[src/rtl/jxli_fp8_pkg.sv]
// Shared FP8 (1-4-3, bias 7) definitions for the FP8 multiplier and accumulator.
// Contents: operand struct, accumulator FSM state type, format constants and
// operand classification helpers.
package jxli_fp8_pkg;

    localparam int EXP_W = 4;           // exponent field width
    localparam int MAN_W = 3;           // stored mantissa width, hidden bit implicit
    localparam int SIG_W = MAN_W + 3;   // {1, m, G, R}

    localparam int         FP8_BIAS = 7;
    localparam logic [3:0] FP8_EMAX = 4'hF;
    localparam logic [7:0] FP8_QNAN = 8'hFF;
    localparam logic [7:0] FP8_PINF = 8'h78;
    localparam logic [7:0] FP8_NINF = 8'hF8;

    typedef struct packed {
        logic       s;
        logic [3:0] e;
        logic [2:0] m;
    } fp8_t;

    typedef enum logic [2:0] {IDLE, ALIGN, ADD, NORM, ROUND} state_t;

    // Exponent field 0 covers both zero and subnormals, which are flushed.
    function automatic logic is_zero(fp8_t x);
        return x.e == 4'h0;
    endfunction

    function automatic logic is_inf(fp8_t x);
        return (x.e == FP8_EMAX) && (x.m == 3'b000);
    endfunction

    function automatic logic is_nan(fp8_t x);
        return (x.e == FP8_EMAX) && (x.m != 3'b000);
    endfunction

endpackage

[src/rtl/jxli_fp8_lzc.sv]
// Combinational 7-bit leading-zero counter for the accumulator NORM stage.
// Ports: din  - 7-bit value {carry, significand}
//        cnt  - number of leading zeros (7 when din is zero)
module jxli_fp8_lzc (
    input  logic [6:0] din,
    output logic [2:0] cnt
);

    // Scan upward so the highest set bit is the last one to write cnt.
    always_comb begin
        cnt = 3'd7;
        for (int i = 0; i < 7; i++) begin
            if (din[i]) cnt = 3'(6 - i);
        end
    end

endmodule

[src/rtl/jxli_fp8acc.sv]
// Sequential FP8 accumulator: adds one operand per handshake to a running sum
// through a fixed IDLE -> ALIGN -> ADD -> NORM -> ROUND -> IDLE sequence.
// Ports: clock, reset_n (async, active low)
//        clear     - synchronous clear of the sum, aborts any add in flight
//        in_valid / in_ready / in_data - operand handshake
//        acc_out   - registered FP8 sum
//        busy      - an add is in flight
module jxli_fp8acc
    import jxli_fp8_pkg::*;
(
    input  logic       clock,
    input  logic       reset_n,
    input  logic       clear,
    input  logic       in_valid,
    output logic       in_ready,
    input  logic [7:0] in_data,
    output logic [7:0] acc_out,
    output logic       busy
);

    state_t state;
    fp8_t   acc;
    fp8_t   opnd;

    // Pipeline state carried between FSM steps; sig_l is reused to hold the
    // normalised significand after NORM.
    logic              sp;        // result decided by a special case
    logic [7:0]        sp_val;
    logic              r_s;
    logic signed [5:0] r_exp;
    logic [SIG_W-1:0]  sig_l;
    logic [SIG_W-1:0]  sig_s;
    logic              stk;
    logic              eff_sub;
    logic [6:0]        sum;
    logic              r_zero;

    // ALIGN combinational signals
    fp8_t             big, sml;
    logic             swap;
    logic [3:0]       ediff;
    logic [SIG_W-1:0] sml_sig, sig_sh;
    logic             stk_sh;
    logic             al_sp;
    logic [7:0]       al_val;

    // ADD / NORM / ROUND combinational signals
    logic [6:0]        sum_c;
    logic [2:0]        lzc, sh;
    logic [SIG_W-1:0]  n_sig;
    logic              n_stk;
    logic signed [5:0] n_exp;
    logic              n_zero;
    logic              rnd_up, rnd_carry;
    logic [2:0]        m_out;
    logic signed [5:0] f_exp;
    logic [7:0]        rnd_val;

    assign in_ready = (state == IDLE) & ~clear;
    assign busy     = (state != IDLE);
    assign acc_out  = acc;

    jxli_fp8_lzc u_lzc (
        .din (sum),
        .cnt (lzc)
    );

    // ALIGN: order by magnitude and shift the smaller significand into place.
    always_comb begin
        swap    = {opnd.e, opnd.m} > {acc.e, acc.m};
        big     = swap ? opnd : acc;
        sml     = swap ? acc : opnd;
        ediff   = big.e - sml.e;
        sml_sig = {1'b1, sml.m, 2'b00};
        sig_sh  = '0;
        stk_sh  = 1'b0;
        if (ediff >= 4'd6) begin
            stk_sh = 1'b1;
        end else begin
            sig_sh = sml_sig >> ediff;
            for (int i = 0; i < SIG_W; i++) begin
                if (i < int'(ediff) && sml_sig[i]) stk_sh = 1'b1;
            end
        end

        // Zero operands pass the other side through untouched, so a cleared
        // sum plus x gives x bit-exact.
        al_sp  = 1'b1;
        al_val = acc;
        if (is_nan(acc) || is_nan(opnd))    al_val = FP8_QNAN;
        else if (is_inf(acc) && is_inf(opnd)) al_val = (acc.s != opnd.s) ? FP8_QNAN : acc;
        else if (is_inf(acc))                al_val = acc;
        else if (is_inf(opnd))               al_val = opnd;
        else if (is_zero(opnd))              al_val = acc;
        else if (is_zero(acc))               al_val = opnd;
        else                                 al_sp  = 1'b0;
    end

    // ADD / NORM / ROUND datapath.
    always_comb begin
        // A set sticky means the true small operand is slightly larger than
        // sig_s, so the subtract borrows one; the sticky stays set below R.
        sum_c = eff_sub ? ({1'b0, sig_l} - {1'b0, sig_s} - {6'b0, stk})
                        : ({1'b0, sig_l} + {1'b0, sig_s});

        sh     = lzc - 3'd1;
        n_zero = (sum == 7'd0) && !stk;
        if (sum[6]) begin
            n_sig = sum[6:1];
            n_stk = stk | sum[0];
            n_exp = r_exp + 6'sd1;
        end else begin
            n_sig = 6'(sum << sh);
            n_stk = stk;
            n_exp = r_exp - $signed({3'b000, sh});
        end

        // Round to nearest even on G with R|S as the tie breaker.
        rnd_up    = sig_l[1] & (sig_l[0] | stk | sig_l[2]);
        rnd_carry = rnd_up & (&sig_l[4:2]);
        m_out     = 3'(sig_l[4:2] + {2'b00, rnd_up});
        f_exp     = rnd_carry ? r_exp + 6'sd1 : r_exp;
        if (sp)                    rnd_val = sp_val;
        else if (r_zero)           rnd_val = 8'h00;
        else if (f_exp >= 6'sd15)  rnd_val = r_s ? FP8_NINF : FP8_PINF;
        else if (f_exp <= 6'sd0)   rnd_val = 8'h00;
        else                       rnd_val = {r_s, f_exp[3:0], m_out};
    end

    always_ff @(posedge clock or negedge reset_n) begin
        if (!reset_n) begin
            state   <= IDLE;
            acc     <= '0;
            opnd    <= '0;
            sp      <= 1'b0;
            sp_val  <= '0;
            r_s     <= 1'b0;
            r_exp   <= '0;
            sig_l   <= '0;
            sig_s   <= '0;
            stk     <= 1'b0;
            eff_sub <= 1'b0;
            sum     <= '0;
            r_zero  <= 1'b0;
        end else if (clear) begin
            state <= IDLE;
            acc   <= '0;
        end else begin
            case (state)
                IDLE: begin
                    if (in_valid) begin
                        opnd  <= fp8_t'(in_data);
                        state <= ALIGN;
                    end
                end
                ALIGN: begin
                    sp      <= al_sp;
                    sp_val  <= al_val;
                    r_s     <= big.s;
                    r_exp   <= $signed({2'b00, big.e});
                    sig_l   <= {1'b1, big.m, 2'b00};
                    sig_s   <= sig_sh;
                    stk     <= stk_sh;
                    eff_sub <= acc.s ^ opnd.s;
                    state   <= ADD;
                end
                ADD: begin
                    sum   <= sum_c;
                    state <= NORM;
                end
                NORM: begin
                    sig_l  <= n_sig;
                    stk    <= n_stk;
                    r_exp  <= n_exp;
                    r_zero <= n_zero;
                    state  <= ROUND;
                end
                ROUND: begin
                    acc   <= fp8_t'(rnd_val);
                    state <= IDLE;
                end
                default: state <= IDLE;
            endcase
        end
    end

endmodule

[config.mk]
export PLATFORM = sky130hd
export DESIGN_NAME = jxli_fp8acc
export DESIGN_NICKNAME = d
export VERILOG_FILES = /design/src/rtl/jxli_fp8_pkg.sv /design/src/rtl/jxli_fp8_lzc.sv /design/src/rtl/jxli_fp8acc.sv
export SDC_FILE = /design/constraint.sdc
export NUM_CORES = 1
export LEC_CHECK = 0
export CAP_MARGIN = 0
export CORE_MARGIN = 1.5
export CORE_UTILIZATION = 45
export CTS_BUF_LIST = sky130_fd_sc_hd__clkbuf_4 sky130_fd_sc_hd__clkbuf_8
export DETAILED_ROUTE_END_ITERATION = 12
export SYNTH_ARGS = -nofsm -noshare
export SYNTH_HDL_FRONTEND = slang
export SYNTH_SLANG_ARGS = --single-unit
[constraint.sdc]
create_clock -name clock -period 5.1 [get_ports clock]
set_input_delay 0.765 -clock clock [delete_from_list [all_inputs] [get_ports clock]]
set_output_delay 0.765 -clock clock [all_outputs]
set_load 0.005 [all_outputs]
==> results of run 1 <==
[worst max-delay path: cells and delay by family, from the launching register on]
kind            cells  cell delay, ps
mux                 2             520
simple gates        3             320
buf+inv             1             100
flops               1             490
fa+ha+maj           2             680
compound gates      7            2090
[registers in the layout (all words and copies together), names as in the netlist, 3 cells and up]
register and count:
acc_out 8, sig_s 6, sum 7, state 3
sp_val 8, r_exp 6, sig_l 6, opnd 8
[per-layer routing]
metal | vias to the layer above | track usage
li1 | 1914 | -
met5 | - | 0
met2 | 70 | 0.360
met4 | 0 | 0.0917
met1 | 1851 | 0.345
met3 | 15 | 0.0328
[layout make-up]
cell class,count,area share
flip-flops and latches,57,0.292
clock buffers,13,0.0353
inverters,38,0.0292
well taps,133,0.0340
repair buffers,24,0.0465
multi-input cells,407,0.563
[power groups by stage]
stage	logic [mW]	clock network (mW)	registers [mW]
finish	1.51	0.392	0.807
global route	1.72	0.425	0.836
CTS	1.51	0.402	0.803
detailed placement	1.50	0	0.812
global placement	1.47	0	0.806
floorplan	1.30	0	0.679
[worst max-delay path by stage]
stage / from / endpoint / slack, ps / depth (start not counted)
5_1_grt: acc_out[3] / sig_s[0] / 510 / 15
2_1_floorplan: acc_out[4] / sig_s[0] / 1440 / 16
3_3_place_gp: acc_out[3] / sig_s[0] / 980 / 15
6_report: acc_out[3] / sig_s[0] / 780 / 15
3_5_place_dp: acc_out[3] / sig_s[0] / 810 / 15
4_1_cts: acc_out[3] / sig_s[0] / 790 / 15
[per-stage QoR]
stage,setup slack (ps),hold WS (ps),instance area [um2]
floorplan,1440,450,4430
global placement,976,477,4720
detailed placement,805,484,4720
CTS,792,498,4890
global route,515,524,4890
finish,782,499,4890
[cell usage in the layout (no fill, tap or decap), types with 4 or more instances in the layout]
cell type / count
dfrtp_1: 57
a221o_1: 4
nand3_1: 11
nor2b_1: 10
o211ai_1: 4
ha_1: 29
xnor2_1: 13
fa_1: 4
o21ai_0: 41
nor3_1: 12
o22ai_1: 6
mux2i_1: 14
mux2_2: 14
nor2_1: 47
inv_1: 38
clkdlybuf4s50_1: 20
or3_1: 5
nor4_1: 5
a22o_1: 6
clkbuf_8: 12
a21oi_1: 36
a21o_1: 6
nand2b_1: 6
nand2_1: 58
and2_1: 5
o21bai_1: 5
o32a_1: 5
nand4_1: 6
[kinds of logic after synthesis]
logic type,synth area share
AOI/OAI and AO/OA,0.226
xor gates and xnor gates,0.0277
adders and majority gates,0.100
buffers and inverters,0.0559
DFF,0.322
muxes,0.0754
and+or+nand+nor,0.193
==> reports/qor.csv, run 1 <==
metric,value,unit
slowest_stage,o31ai_4,
crit_chain,"inv_1, ha_1, nand4_1, a21oi_2, o31ai_4, mux2i_1, ha_1, nor2b_1, nand3_1, o311ai_0, a311oi_1, o311ai_2, mux2i_1, a221o_1, a22o_1",
cts_max_level,3,
final.setup.tns,0,ps
clock_path_buffers,2,
yosys-top-cells-count,"nand2_1, dfrtp_1, nor2_1",
maxSlewViolCount,0,
cp.required,5330,ps
rrSetupSlack,780,ps
reg2reg_from,acc_out[3],
rsz0062_at_grt,no,
dr_wl_met3,415,um
start_kind,flip-flop,
io_pins,22,
synth_ff_type,dfrtp_1,
grt_pass1_vias,3690,
core_area,0.00964,mm2
antenna_found_initial,0,
die_h,102,um
layout-drive-gt1-share,0.0742,
routabilityCongestion,0.889,
dp_cells,659,
cts.reportedPaths.clkPinSlew,60,ps
p_sw,1.22,mW
clockPowerShare,0.145,
grt_pass1_wl,19.0,mm
ctsResizeCount,0,
sequentialPowerShare,0.297,
die_area,0.0105,mm2
syn_nets,573,
finalPower,2.71,mW
synthDistinctLibCells,61,
nFillCells,972,
power_frac_comb,0.558,
yosysSeqAreaShare,0.322,
setup_viol,0,
cts_tree,done,
worstSetupPathType,flip-flop to flip-flop,
slowest_delay,800,ps
met2WireLength,5.20,mm
worstMarginPinSlew,909,ps
avgSynthCellArea,8.39,um2
io_buffer_count,21,
power.internal,1.49,mW
dp.final_hpwl,8.52,mm
final_cells,672,
synth.area.top_cells,"dfrtp_1, ha_1, nand2_1",
grt_use_total,0.238,
ant_nets,0,
drc_errors,0,
synth.most_common_cell,nand2_1,
nets,582,
reg2regPathDepth,15,
grt_max_degree,58,
synthCells,528,
r2r-end,sig_s[0],
synth_top_area_frac,0.322,
drt-total-wl,11.5,mm
worst_clock_skew,8.64,ps
core.rowCount,36,
async_flop_share,1.00,
post-route-period-util,0.847,
min_path_cells,2,
ir_worst_vdd,0.193,mV
num_vias,3850,
wl_per_cell,17.1,um
via_per_inst,5.73,
grt_overflow,0,
drt_first_iter_violations,147,
syn_area,0.00443,mm2
hold_start,r_s,
fin_util,0.508,
insertion_delay,350,ps
regArea,0.00143,mm2
hold_viol,0,
clock_sinks,57,
cts_hold_buf,0,
final.min_clock_period,4320,ps
leakage,2.06,nW
hold_path_end,r_s,
outcome,"complete, no violations",
antenna_cells,0,
cts_buffers,9,
cts-root-buf,clkbuf_8,
cp.arrival,4550,ps
yosysWarnings,0,
yosys.area.top_type,dfrtp_1,
endpoint_kind,flip-flop,
hold_class,flip-flop to flip-flop,
highest_layer,met4,
synth_edf_count,0,
crit_fanout,19,
first_pass_iters,4,
fmax,232,MHz
initial_core_util,0.460,
slew_headroom,0.394,
syn2layout_area_growth,10.4,%
cts_setup_buffers,0,
die_x,102,um
switching_share,0.451,
wl_met1,5.67,mm
power_density,555,mW/mm2
multi_input_area,0.00276,mm2
ys_seq_elements,57,
maxCapViolations,0,
Note: power is estimated with default switching activity, not from simulation.
==> run 2: changes to the inputs <==
clock period = 3.7 ns   (was 5.1 ns; I/O delays follow)
==> run 2 against run 1 <==
Effect of this change:
- global-route usage rose by 0.25 points
- non-clock buffer count rose by 18
- wire length rose by 1.2%
- cell area rose by 4.3%
- first-iteration DRC count rose by 67%
- sequential cell count did not move
- maximum frequency rose by 18%
- power rose by 46%
- critical path type unchanged
- highest routed layer unchanged
==> reports/qor.csv, run 2 (synthesis results as in run 1) <==
metric,value,unit,change
num_vias,3983,,+3.5%
die_area,0.0105,mm2,unchanged
endpoint_kind,flip-flop,,
cts-root-buf,clkbuf_8,,
grt_max_degree,45,,-22%
io_buffer_count,21,,unchanged
dp_cells,675,,+2.4%
die_h,102,um,unchanged
final_cell_mix,"nand2_1, dfrtp_1, nor2_1, o21ai_0, inv_1",,
initial_core_util,0.460,,unchanged
finalPower,3.97,mW,+46%
worst_clock_skew,11.1,ps,+2.46 ps
final_cells,693,,+3.1%
ir_worst_vdd,0.325,mV,+68%
cts.reportedPaths.clkPinSlew,70,ps,about the same
hold_class,input pin to asynchronous set/reset pin,,
p_sw,1.74,mW,+42%
die_x,102,um,unchanged
ant_nets,0,,unchanged
antenna_cells,0,,unchanged
syn2layout_area_growth,15.2,%,
fmax,274,MHz,+18%
post-route-period-util,0.986,,+0.139
worstSetupPathType,flip-flop to flip-flop,,
routabilityCongestion,0.895,,+0.70%
power_frac_comb,0.579,,+0.021
start_kind,flip-flop,,
drt-total-wl,11.7,mm,+1.2%
insertion_delay,350,ps,about the same
slew_headroom,0.329,,-0.0647
hold_viol,0,,unchanged
layout-drive-gt1-share,0.118,,+0.0436
clock_sinks,57,,unchanged
layout_commonest_cell,nand2_1,,
dp.final_hpwl,8.73,mm,+2.4%
via_per_inst,5.75,,+0.32%
core.rowCount,36,,unchanged
clockPowerShare,0.161,,+0.016
grt_pass1_vias,3711,,+0.57%
io_pins,22,,unchanged
maxSlewViolCount,0,,unchanged
leakage,2.18,nW,+5.6%
nets,600,,+3.1%
switching_share,0.438,,-0.0135
setup_viol,0,,unchanged
wl_per_cell,16.8,um,-1.9%
clock_path_buffers,2,,unchanged
drt_first_iter_violations,246,,+67%
cts_tree,done,,
cts_hold_buf,0,,unchanged
grt_pass1_wl,19.2,mm,+1.3%
cts_max_level,3,,unchanged
grt_overflow,0,,unchanged
grt_use_total,0.240,,+0.00245
worstMarginPinSlew,1010,ps,+97.1 ps
cp.required,3930,ps,-1400 ps
power.internal,2.23,mW,+50%
power_density,777,mW/mm2,+40%
core_area,0.00964,mm2,unchanged
fin_util,0.529,,+0.0219
first_pass_iters,5,,+1
sequentialPowerShare,0.260,,-0.037
antenna_found_initial,0,,unchanged
outcome,"complete, no violations",,
crit_fanout,6,,-13
cts_buffers,9,,unchanged
cp.arrival,3880,ps,-670 ps
drc_errors,0,,unchanged
maxCapViolations,0,,unchanged
setup_ws,52.0,ps,-730 ps
nFillCells,939,,-3.4%
final.min_clock_period,3650,ps,-670 ps
pre_cts_ws,27.3,ps,-778 ps
-- run 2: cell types whose count changed in the layout (fill, tap and decap cells not counted), sizes merged --
cell    delta
buf       +18
bufinv     +1
clkbuf     +1
clkinv     +1
-- run 2: metal layers --
metal | wire, um | vias up | track usage
li1 | - | 1950 | -
met1 | 5390 | 1903 | 0.343
met2 | 5470 | 113 | 0.377
met3 | 588 | 17 | 0.0417
met4 | 199 | 0 | 0.0653
met5 | 0 | - | 0
-- run 2: cell type report --
type	instances	area (um2)	area share
Inverter	38	143	0.0279
Clock inverter	2	35.0	0.00686
Sequential cell	57	1430	0.280
Clock buffer	14	180	0.0353
Timing Repair Buffer	42	363	0.0711
Tap cell	133	166	0.0326
Multi-Input combinational cell	407	2790	0.546
-- run 2: final timing paths --
check / start / to / slack, ps / depth (start not counted)
setup reg to reg: opnd[6] / sig_s[0] / 50 / 14
max in group asynchronous: reset_n / opnd[5] / 2530 / 2
setup / recovery: opnd[6] / sig_s[0] / 50 / 14
min in group clock: r_s / r_s / 490 / 2
hold reg to reg: r_s / r_s / 490 / 2
hold / removal: reset_n / r_exp[4] / 360 / 1
-- run 2: timing repair --
action / CTS / global route
gates resized for setup: 0 / 7
endpoints found under the setup margin: 0 / 3
buffers inserted: 0 / 2
-- run 2: stage by stage --
stage,cell area (um2),hold slack (ps),TNS [ps]
finish,5100,364,0
floorplan,4430,259,0
global route,5100,466,-92.4
CTS,5050,425,0
detailed placement,4840,475,0
global placement,4840,476,0
-- run 2: critical path, cell delays in order (launching register included) --
cell,delay (ps)
dfrtp_1,450
ha_1,390
nand4_1,140
or2_1,320
o31ai_4,90
mux2i_2,280
ha_2,250
nor2b_1,70
nand3_1,80
o311ai_0,160
a311oi_1,410
o311ai_4,210
buf_4,190
a221o_1,300
a22o_1,190
-- run 2: power groups by stage --
stage          Combinational, mW  Sequential (mW)  Clock, mW
2_1_floorplan               1.79            0.935          0
3_3_place_gp                2.17             1.04          0
3_5_place_dp                2.22             1.04          0
4_1_cts                     2.24             1.03      0.645
5_1_grt                     2.58             1.07      0.673
6_report                    2.30             1.03      0.637
==> run 3: changes to the inputs <==
ABC_AREA = 1   (was default)
TNS_END_PERCENT = 10   (was default)
==> run 3 against run 2 <==
Effect of this change:
- power up 14%
- critical path depth up 6
- final cell count up 9.8%
- synthesized cell count up 13%
- sequential share of layout area up 0.80 points
- combinational power up 19%
- first-iteration DRC count down 17%
- critical endpoint is now stk
- register-to-register slack better by 690 ps
- global-route usage up 2.5 points
- worst setup slack better by 690 ps
- largest cell class unchanged
- sequential cell count unchanged
- non-clock buffer count down 16
==> reports/qor.csv, run 3 <==
metric,value,unit,change
rsz0062_at_grt,no,,
cts_setup_buffers,0,,unchanged
fmax,338,MHz,+23%
core.rowCount,35,,-2.8%
die_area,0.0103,mm2,-1.6%
layout_commonest_cell,nand2_1,,
via_per_inst,5.40,,-6.1%
cts.reportedPaths.clkPinSlew,70,ps,about the same
initial_core_util,0.467,,+0.00744
outcome,"complete, no violations",,
maxCapViolations,0,,unchanged
yosysSeqAreaShare,0.327,,+0.00546
nFillCells,975,,+3.8%
post-route-period-util,0.799,,-0.187
final_cell_area,0.00496,mm2,-2.9%
grt_overflow,0,,unchanged
insertion_delay,340,ps,about the same
slew_headroom,0.288,,-0.0411
wl_per_cell,16.4,um,-2.7%
core_area,0.00933,mm2,-3.2%
final.setup.tns,0,ps,unchanged
crit_fanout,19,,+13
worst_clock_skew,9.67,ps,-1.43 ps
crit_path_start,acc_out[5],,
setup_viol,0,,unchanged
synth_top_area_frac,0.327,,+0.00546
maxSlewViolCount,0,,unchanged
clock_sinks,57,,unchanged
cts_hold_buf,0,,unchanged
final_cell_mix,"nand2_1, inv_1, o21ai_0, nor2_1, dfrtp_1",,
io_buffer_count,21,,unchanged
synth.most_common_cell,nand2_1,,
grt_pass1_wl,20.9,mm,+8.8%
yosys.area.top_type,dfrtp_1,,
worstMarginPinSlew,1070,ps,+61.6 ps
synth_ff_type,dfrtp_1,,
finalPower,4.53,mW,+14%
regArea,0.00143,mm2,about the same
antenna_found_initial,0,,unchanged
synthDistinctLibCells,45,,-26%
reg2reg_from,acc_out[5],,
drt_first_iter_violations,203,,-17%
ir_worst_vdd,0.456,mV,+40%
cp.arrival,3190,ps,-690 ps
cts-root-buf,clkbuf_8,,
yosysWarnings,0,,unchanged
hold_viol,0,,unchanged
rrSetupSlack,750,ps,+690 ps
dp.final_hpwl,9.73,mm,+11%
die_h,101,um,-0.81%
multi_input_area,0.00249,mm2,-11%
clock_path_buffers,2,,unchanged
ys_seq_elements,57,,unchanged
syn_area,0.00436,mm2,-1.7%
start_kind,flip-flop,,
avgSynthCellArea,7.29,um2,-13%
first_pass_iters,5,,unchanged
ant_nets,0,,unchanged
io_pins,22,,unchanged
antenna_cells,0,,unchanged
grt_use_total,0.266,,+0.0253
reg2regPathDepth,20,,+6
syn2layout_area_growth,13.8,%,
power_density,915,mW/mm2,+18%
yosys-top-cells-count,"nand2_1, inv_1, o21ai_0",,
worstSetupPathType,flip-flop to flip-flop,,
num_vias,4108,,+3.1%
syn_nets,643,,+12%
cts_tree,done,,
grt_pass1_vias,4177,,+13%
die_x,101,um,-0.81%
cts_buffers,9,,unchanged
routabilityCongestion,0.963,,+7.6%
drc_errors,0,,unchanged
hold_class,input pin to asynchronous set/reset pin,,
synth.area.top_cells,"dfrtp_1, nand2_1, inv_1",,
grt_max_degree,46,,+2.2%
final.min_clock_period,2950,ps,-693 ps
nets,672,,+12%
r2r-end,stk,,
synthCells,598,,+13%
synth_edf_count,0,,unchanged
crit_end,stk,,
placed_cell_area,0.00473,mm2,-2.3%
drt-total-wl,12.4,mm,+6.8%
ctsResizeCount,0,,unchanged
async_flop_share,1.00,,unchanged
cts_max_level,3,,unchanged
cp.required,3930,ps,about the same
leakage,2.38,nW,+9.5%
layout-drive-gt1-share,0.0823,,-0.0356
endpoint_kind,flip-flop,,
[run 3: changes by cell type in the layout (fill, tap and decap cells not counted), sizes merged, moves of 14 or more]
cell	delta
inv	+69
mux2	-14
o21ai	+26
mux2i	-15
buf	-16
nand2	+58
[run 3: area by class of cell]
| class | count | share of cell area |
|---|---|---|
| timing repair buffer | 26 | 0.0490 |
| inverter | 109 | 0.0825 |
| multi-input combinational | 424 | 0.502 |
| tap | 129 | 0.0326 |
| sequential | 57 | 0.288 |
| clock inverter | 5 | 0.0156 |
| clock buffer | 11 | 0.0305 |
[run 3: logic make-up (layout without fill, tap and decap cells)]
family / after synthesis / after routing / share of synthesized area
AO/OA/AOI/OAI: 158 / 158 / 0.217
XOR/XNOR: 11 / 11 / 0.0221
adder cells (fa/ha/maj): 33 / 33 / 0.102
buffers and inverters: 117 / 151 / 0.101
flip-flops: 57 / 57 / 0.327
AND/OR/NAND/NOR: 222 / 222 / 0.231
[run 3: power breakdown]
group,switching (mW),internal (mW)
registers,0.255,0.847
clock network,0.277,0.414
logic,1.75,0.988
total,2.28,2.25
[run 3: worst max-delay path, stage by stage, from the launching register on]
cell     delay (ps)
dfrtp_1         420
inv_1           160
ha_1            410
nand2_2         100
nor2_4          150
nand2_2          80
nand2_4         100
nand2_4         140
nand2_1         130
nand3_2          90
ha_1            320
nor2_1          120
inv_1            70
nor2_1          100
nand2_1          90
nand2_1          60
nand2_1          60
nand2_1          70
nand2_1          70
nand2_1          50
nand2_1          40
[run 3: worst min path at each step]
stage / start / end
floorplan: reset_n / acc_out[0]
global placement: stk / stk
detailed placement: stk / stk
CTS: reset_n / r_exp[5]
global route: reset_n / r_exp[5]
finish: reset_n / r_exp[2]
[run 3: routing by layer]
metal	GRT usage	vias up	part of all wire
li1	-	2048	-
met1	0.347	1926	0.46
met2	0.443	118	0.47
met3	0.0600	16	0.058
met4	0.0748	0	0.011
met5	0	-	0
[run 3: stage by stage]
stage                     cells  worst slack (ps)  hold WS [ps]   util
after detailed placement    745               722           476  0.507
final                       761               745           398  0.531
after floorplan             598              1100           259      -
after global routing        761               371           488  0.531
after CTS                   761               768           446  0.531
after global placement      745               737           463  0.507
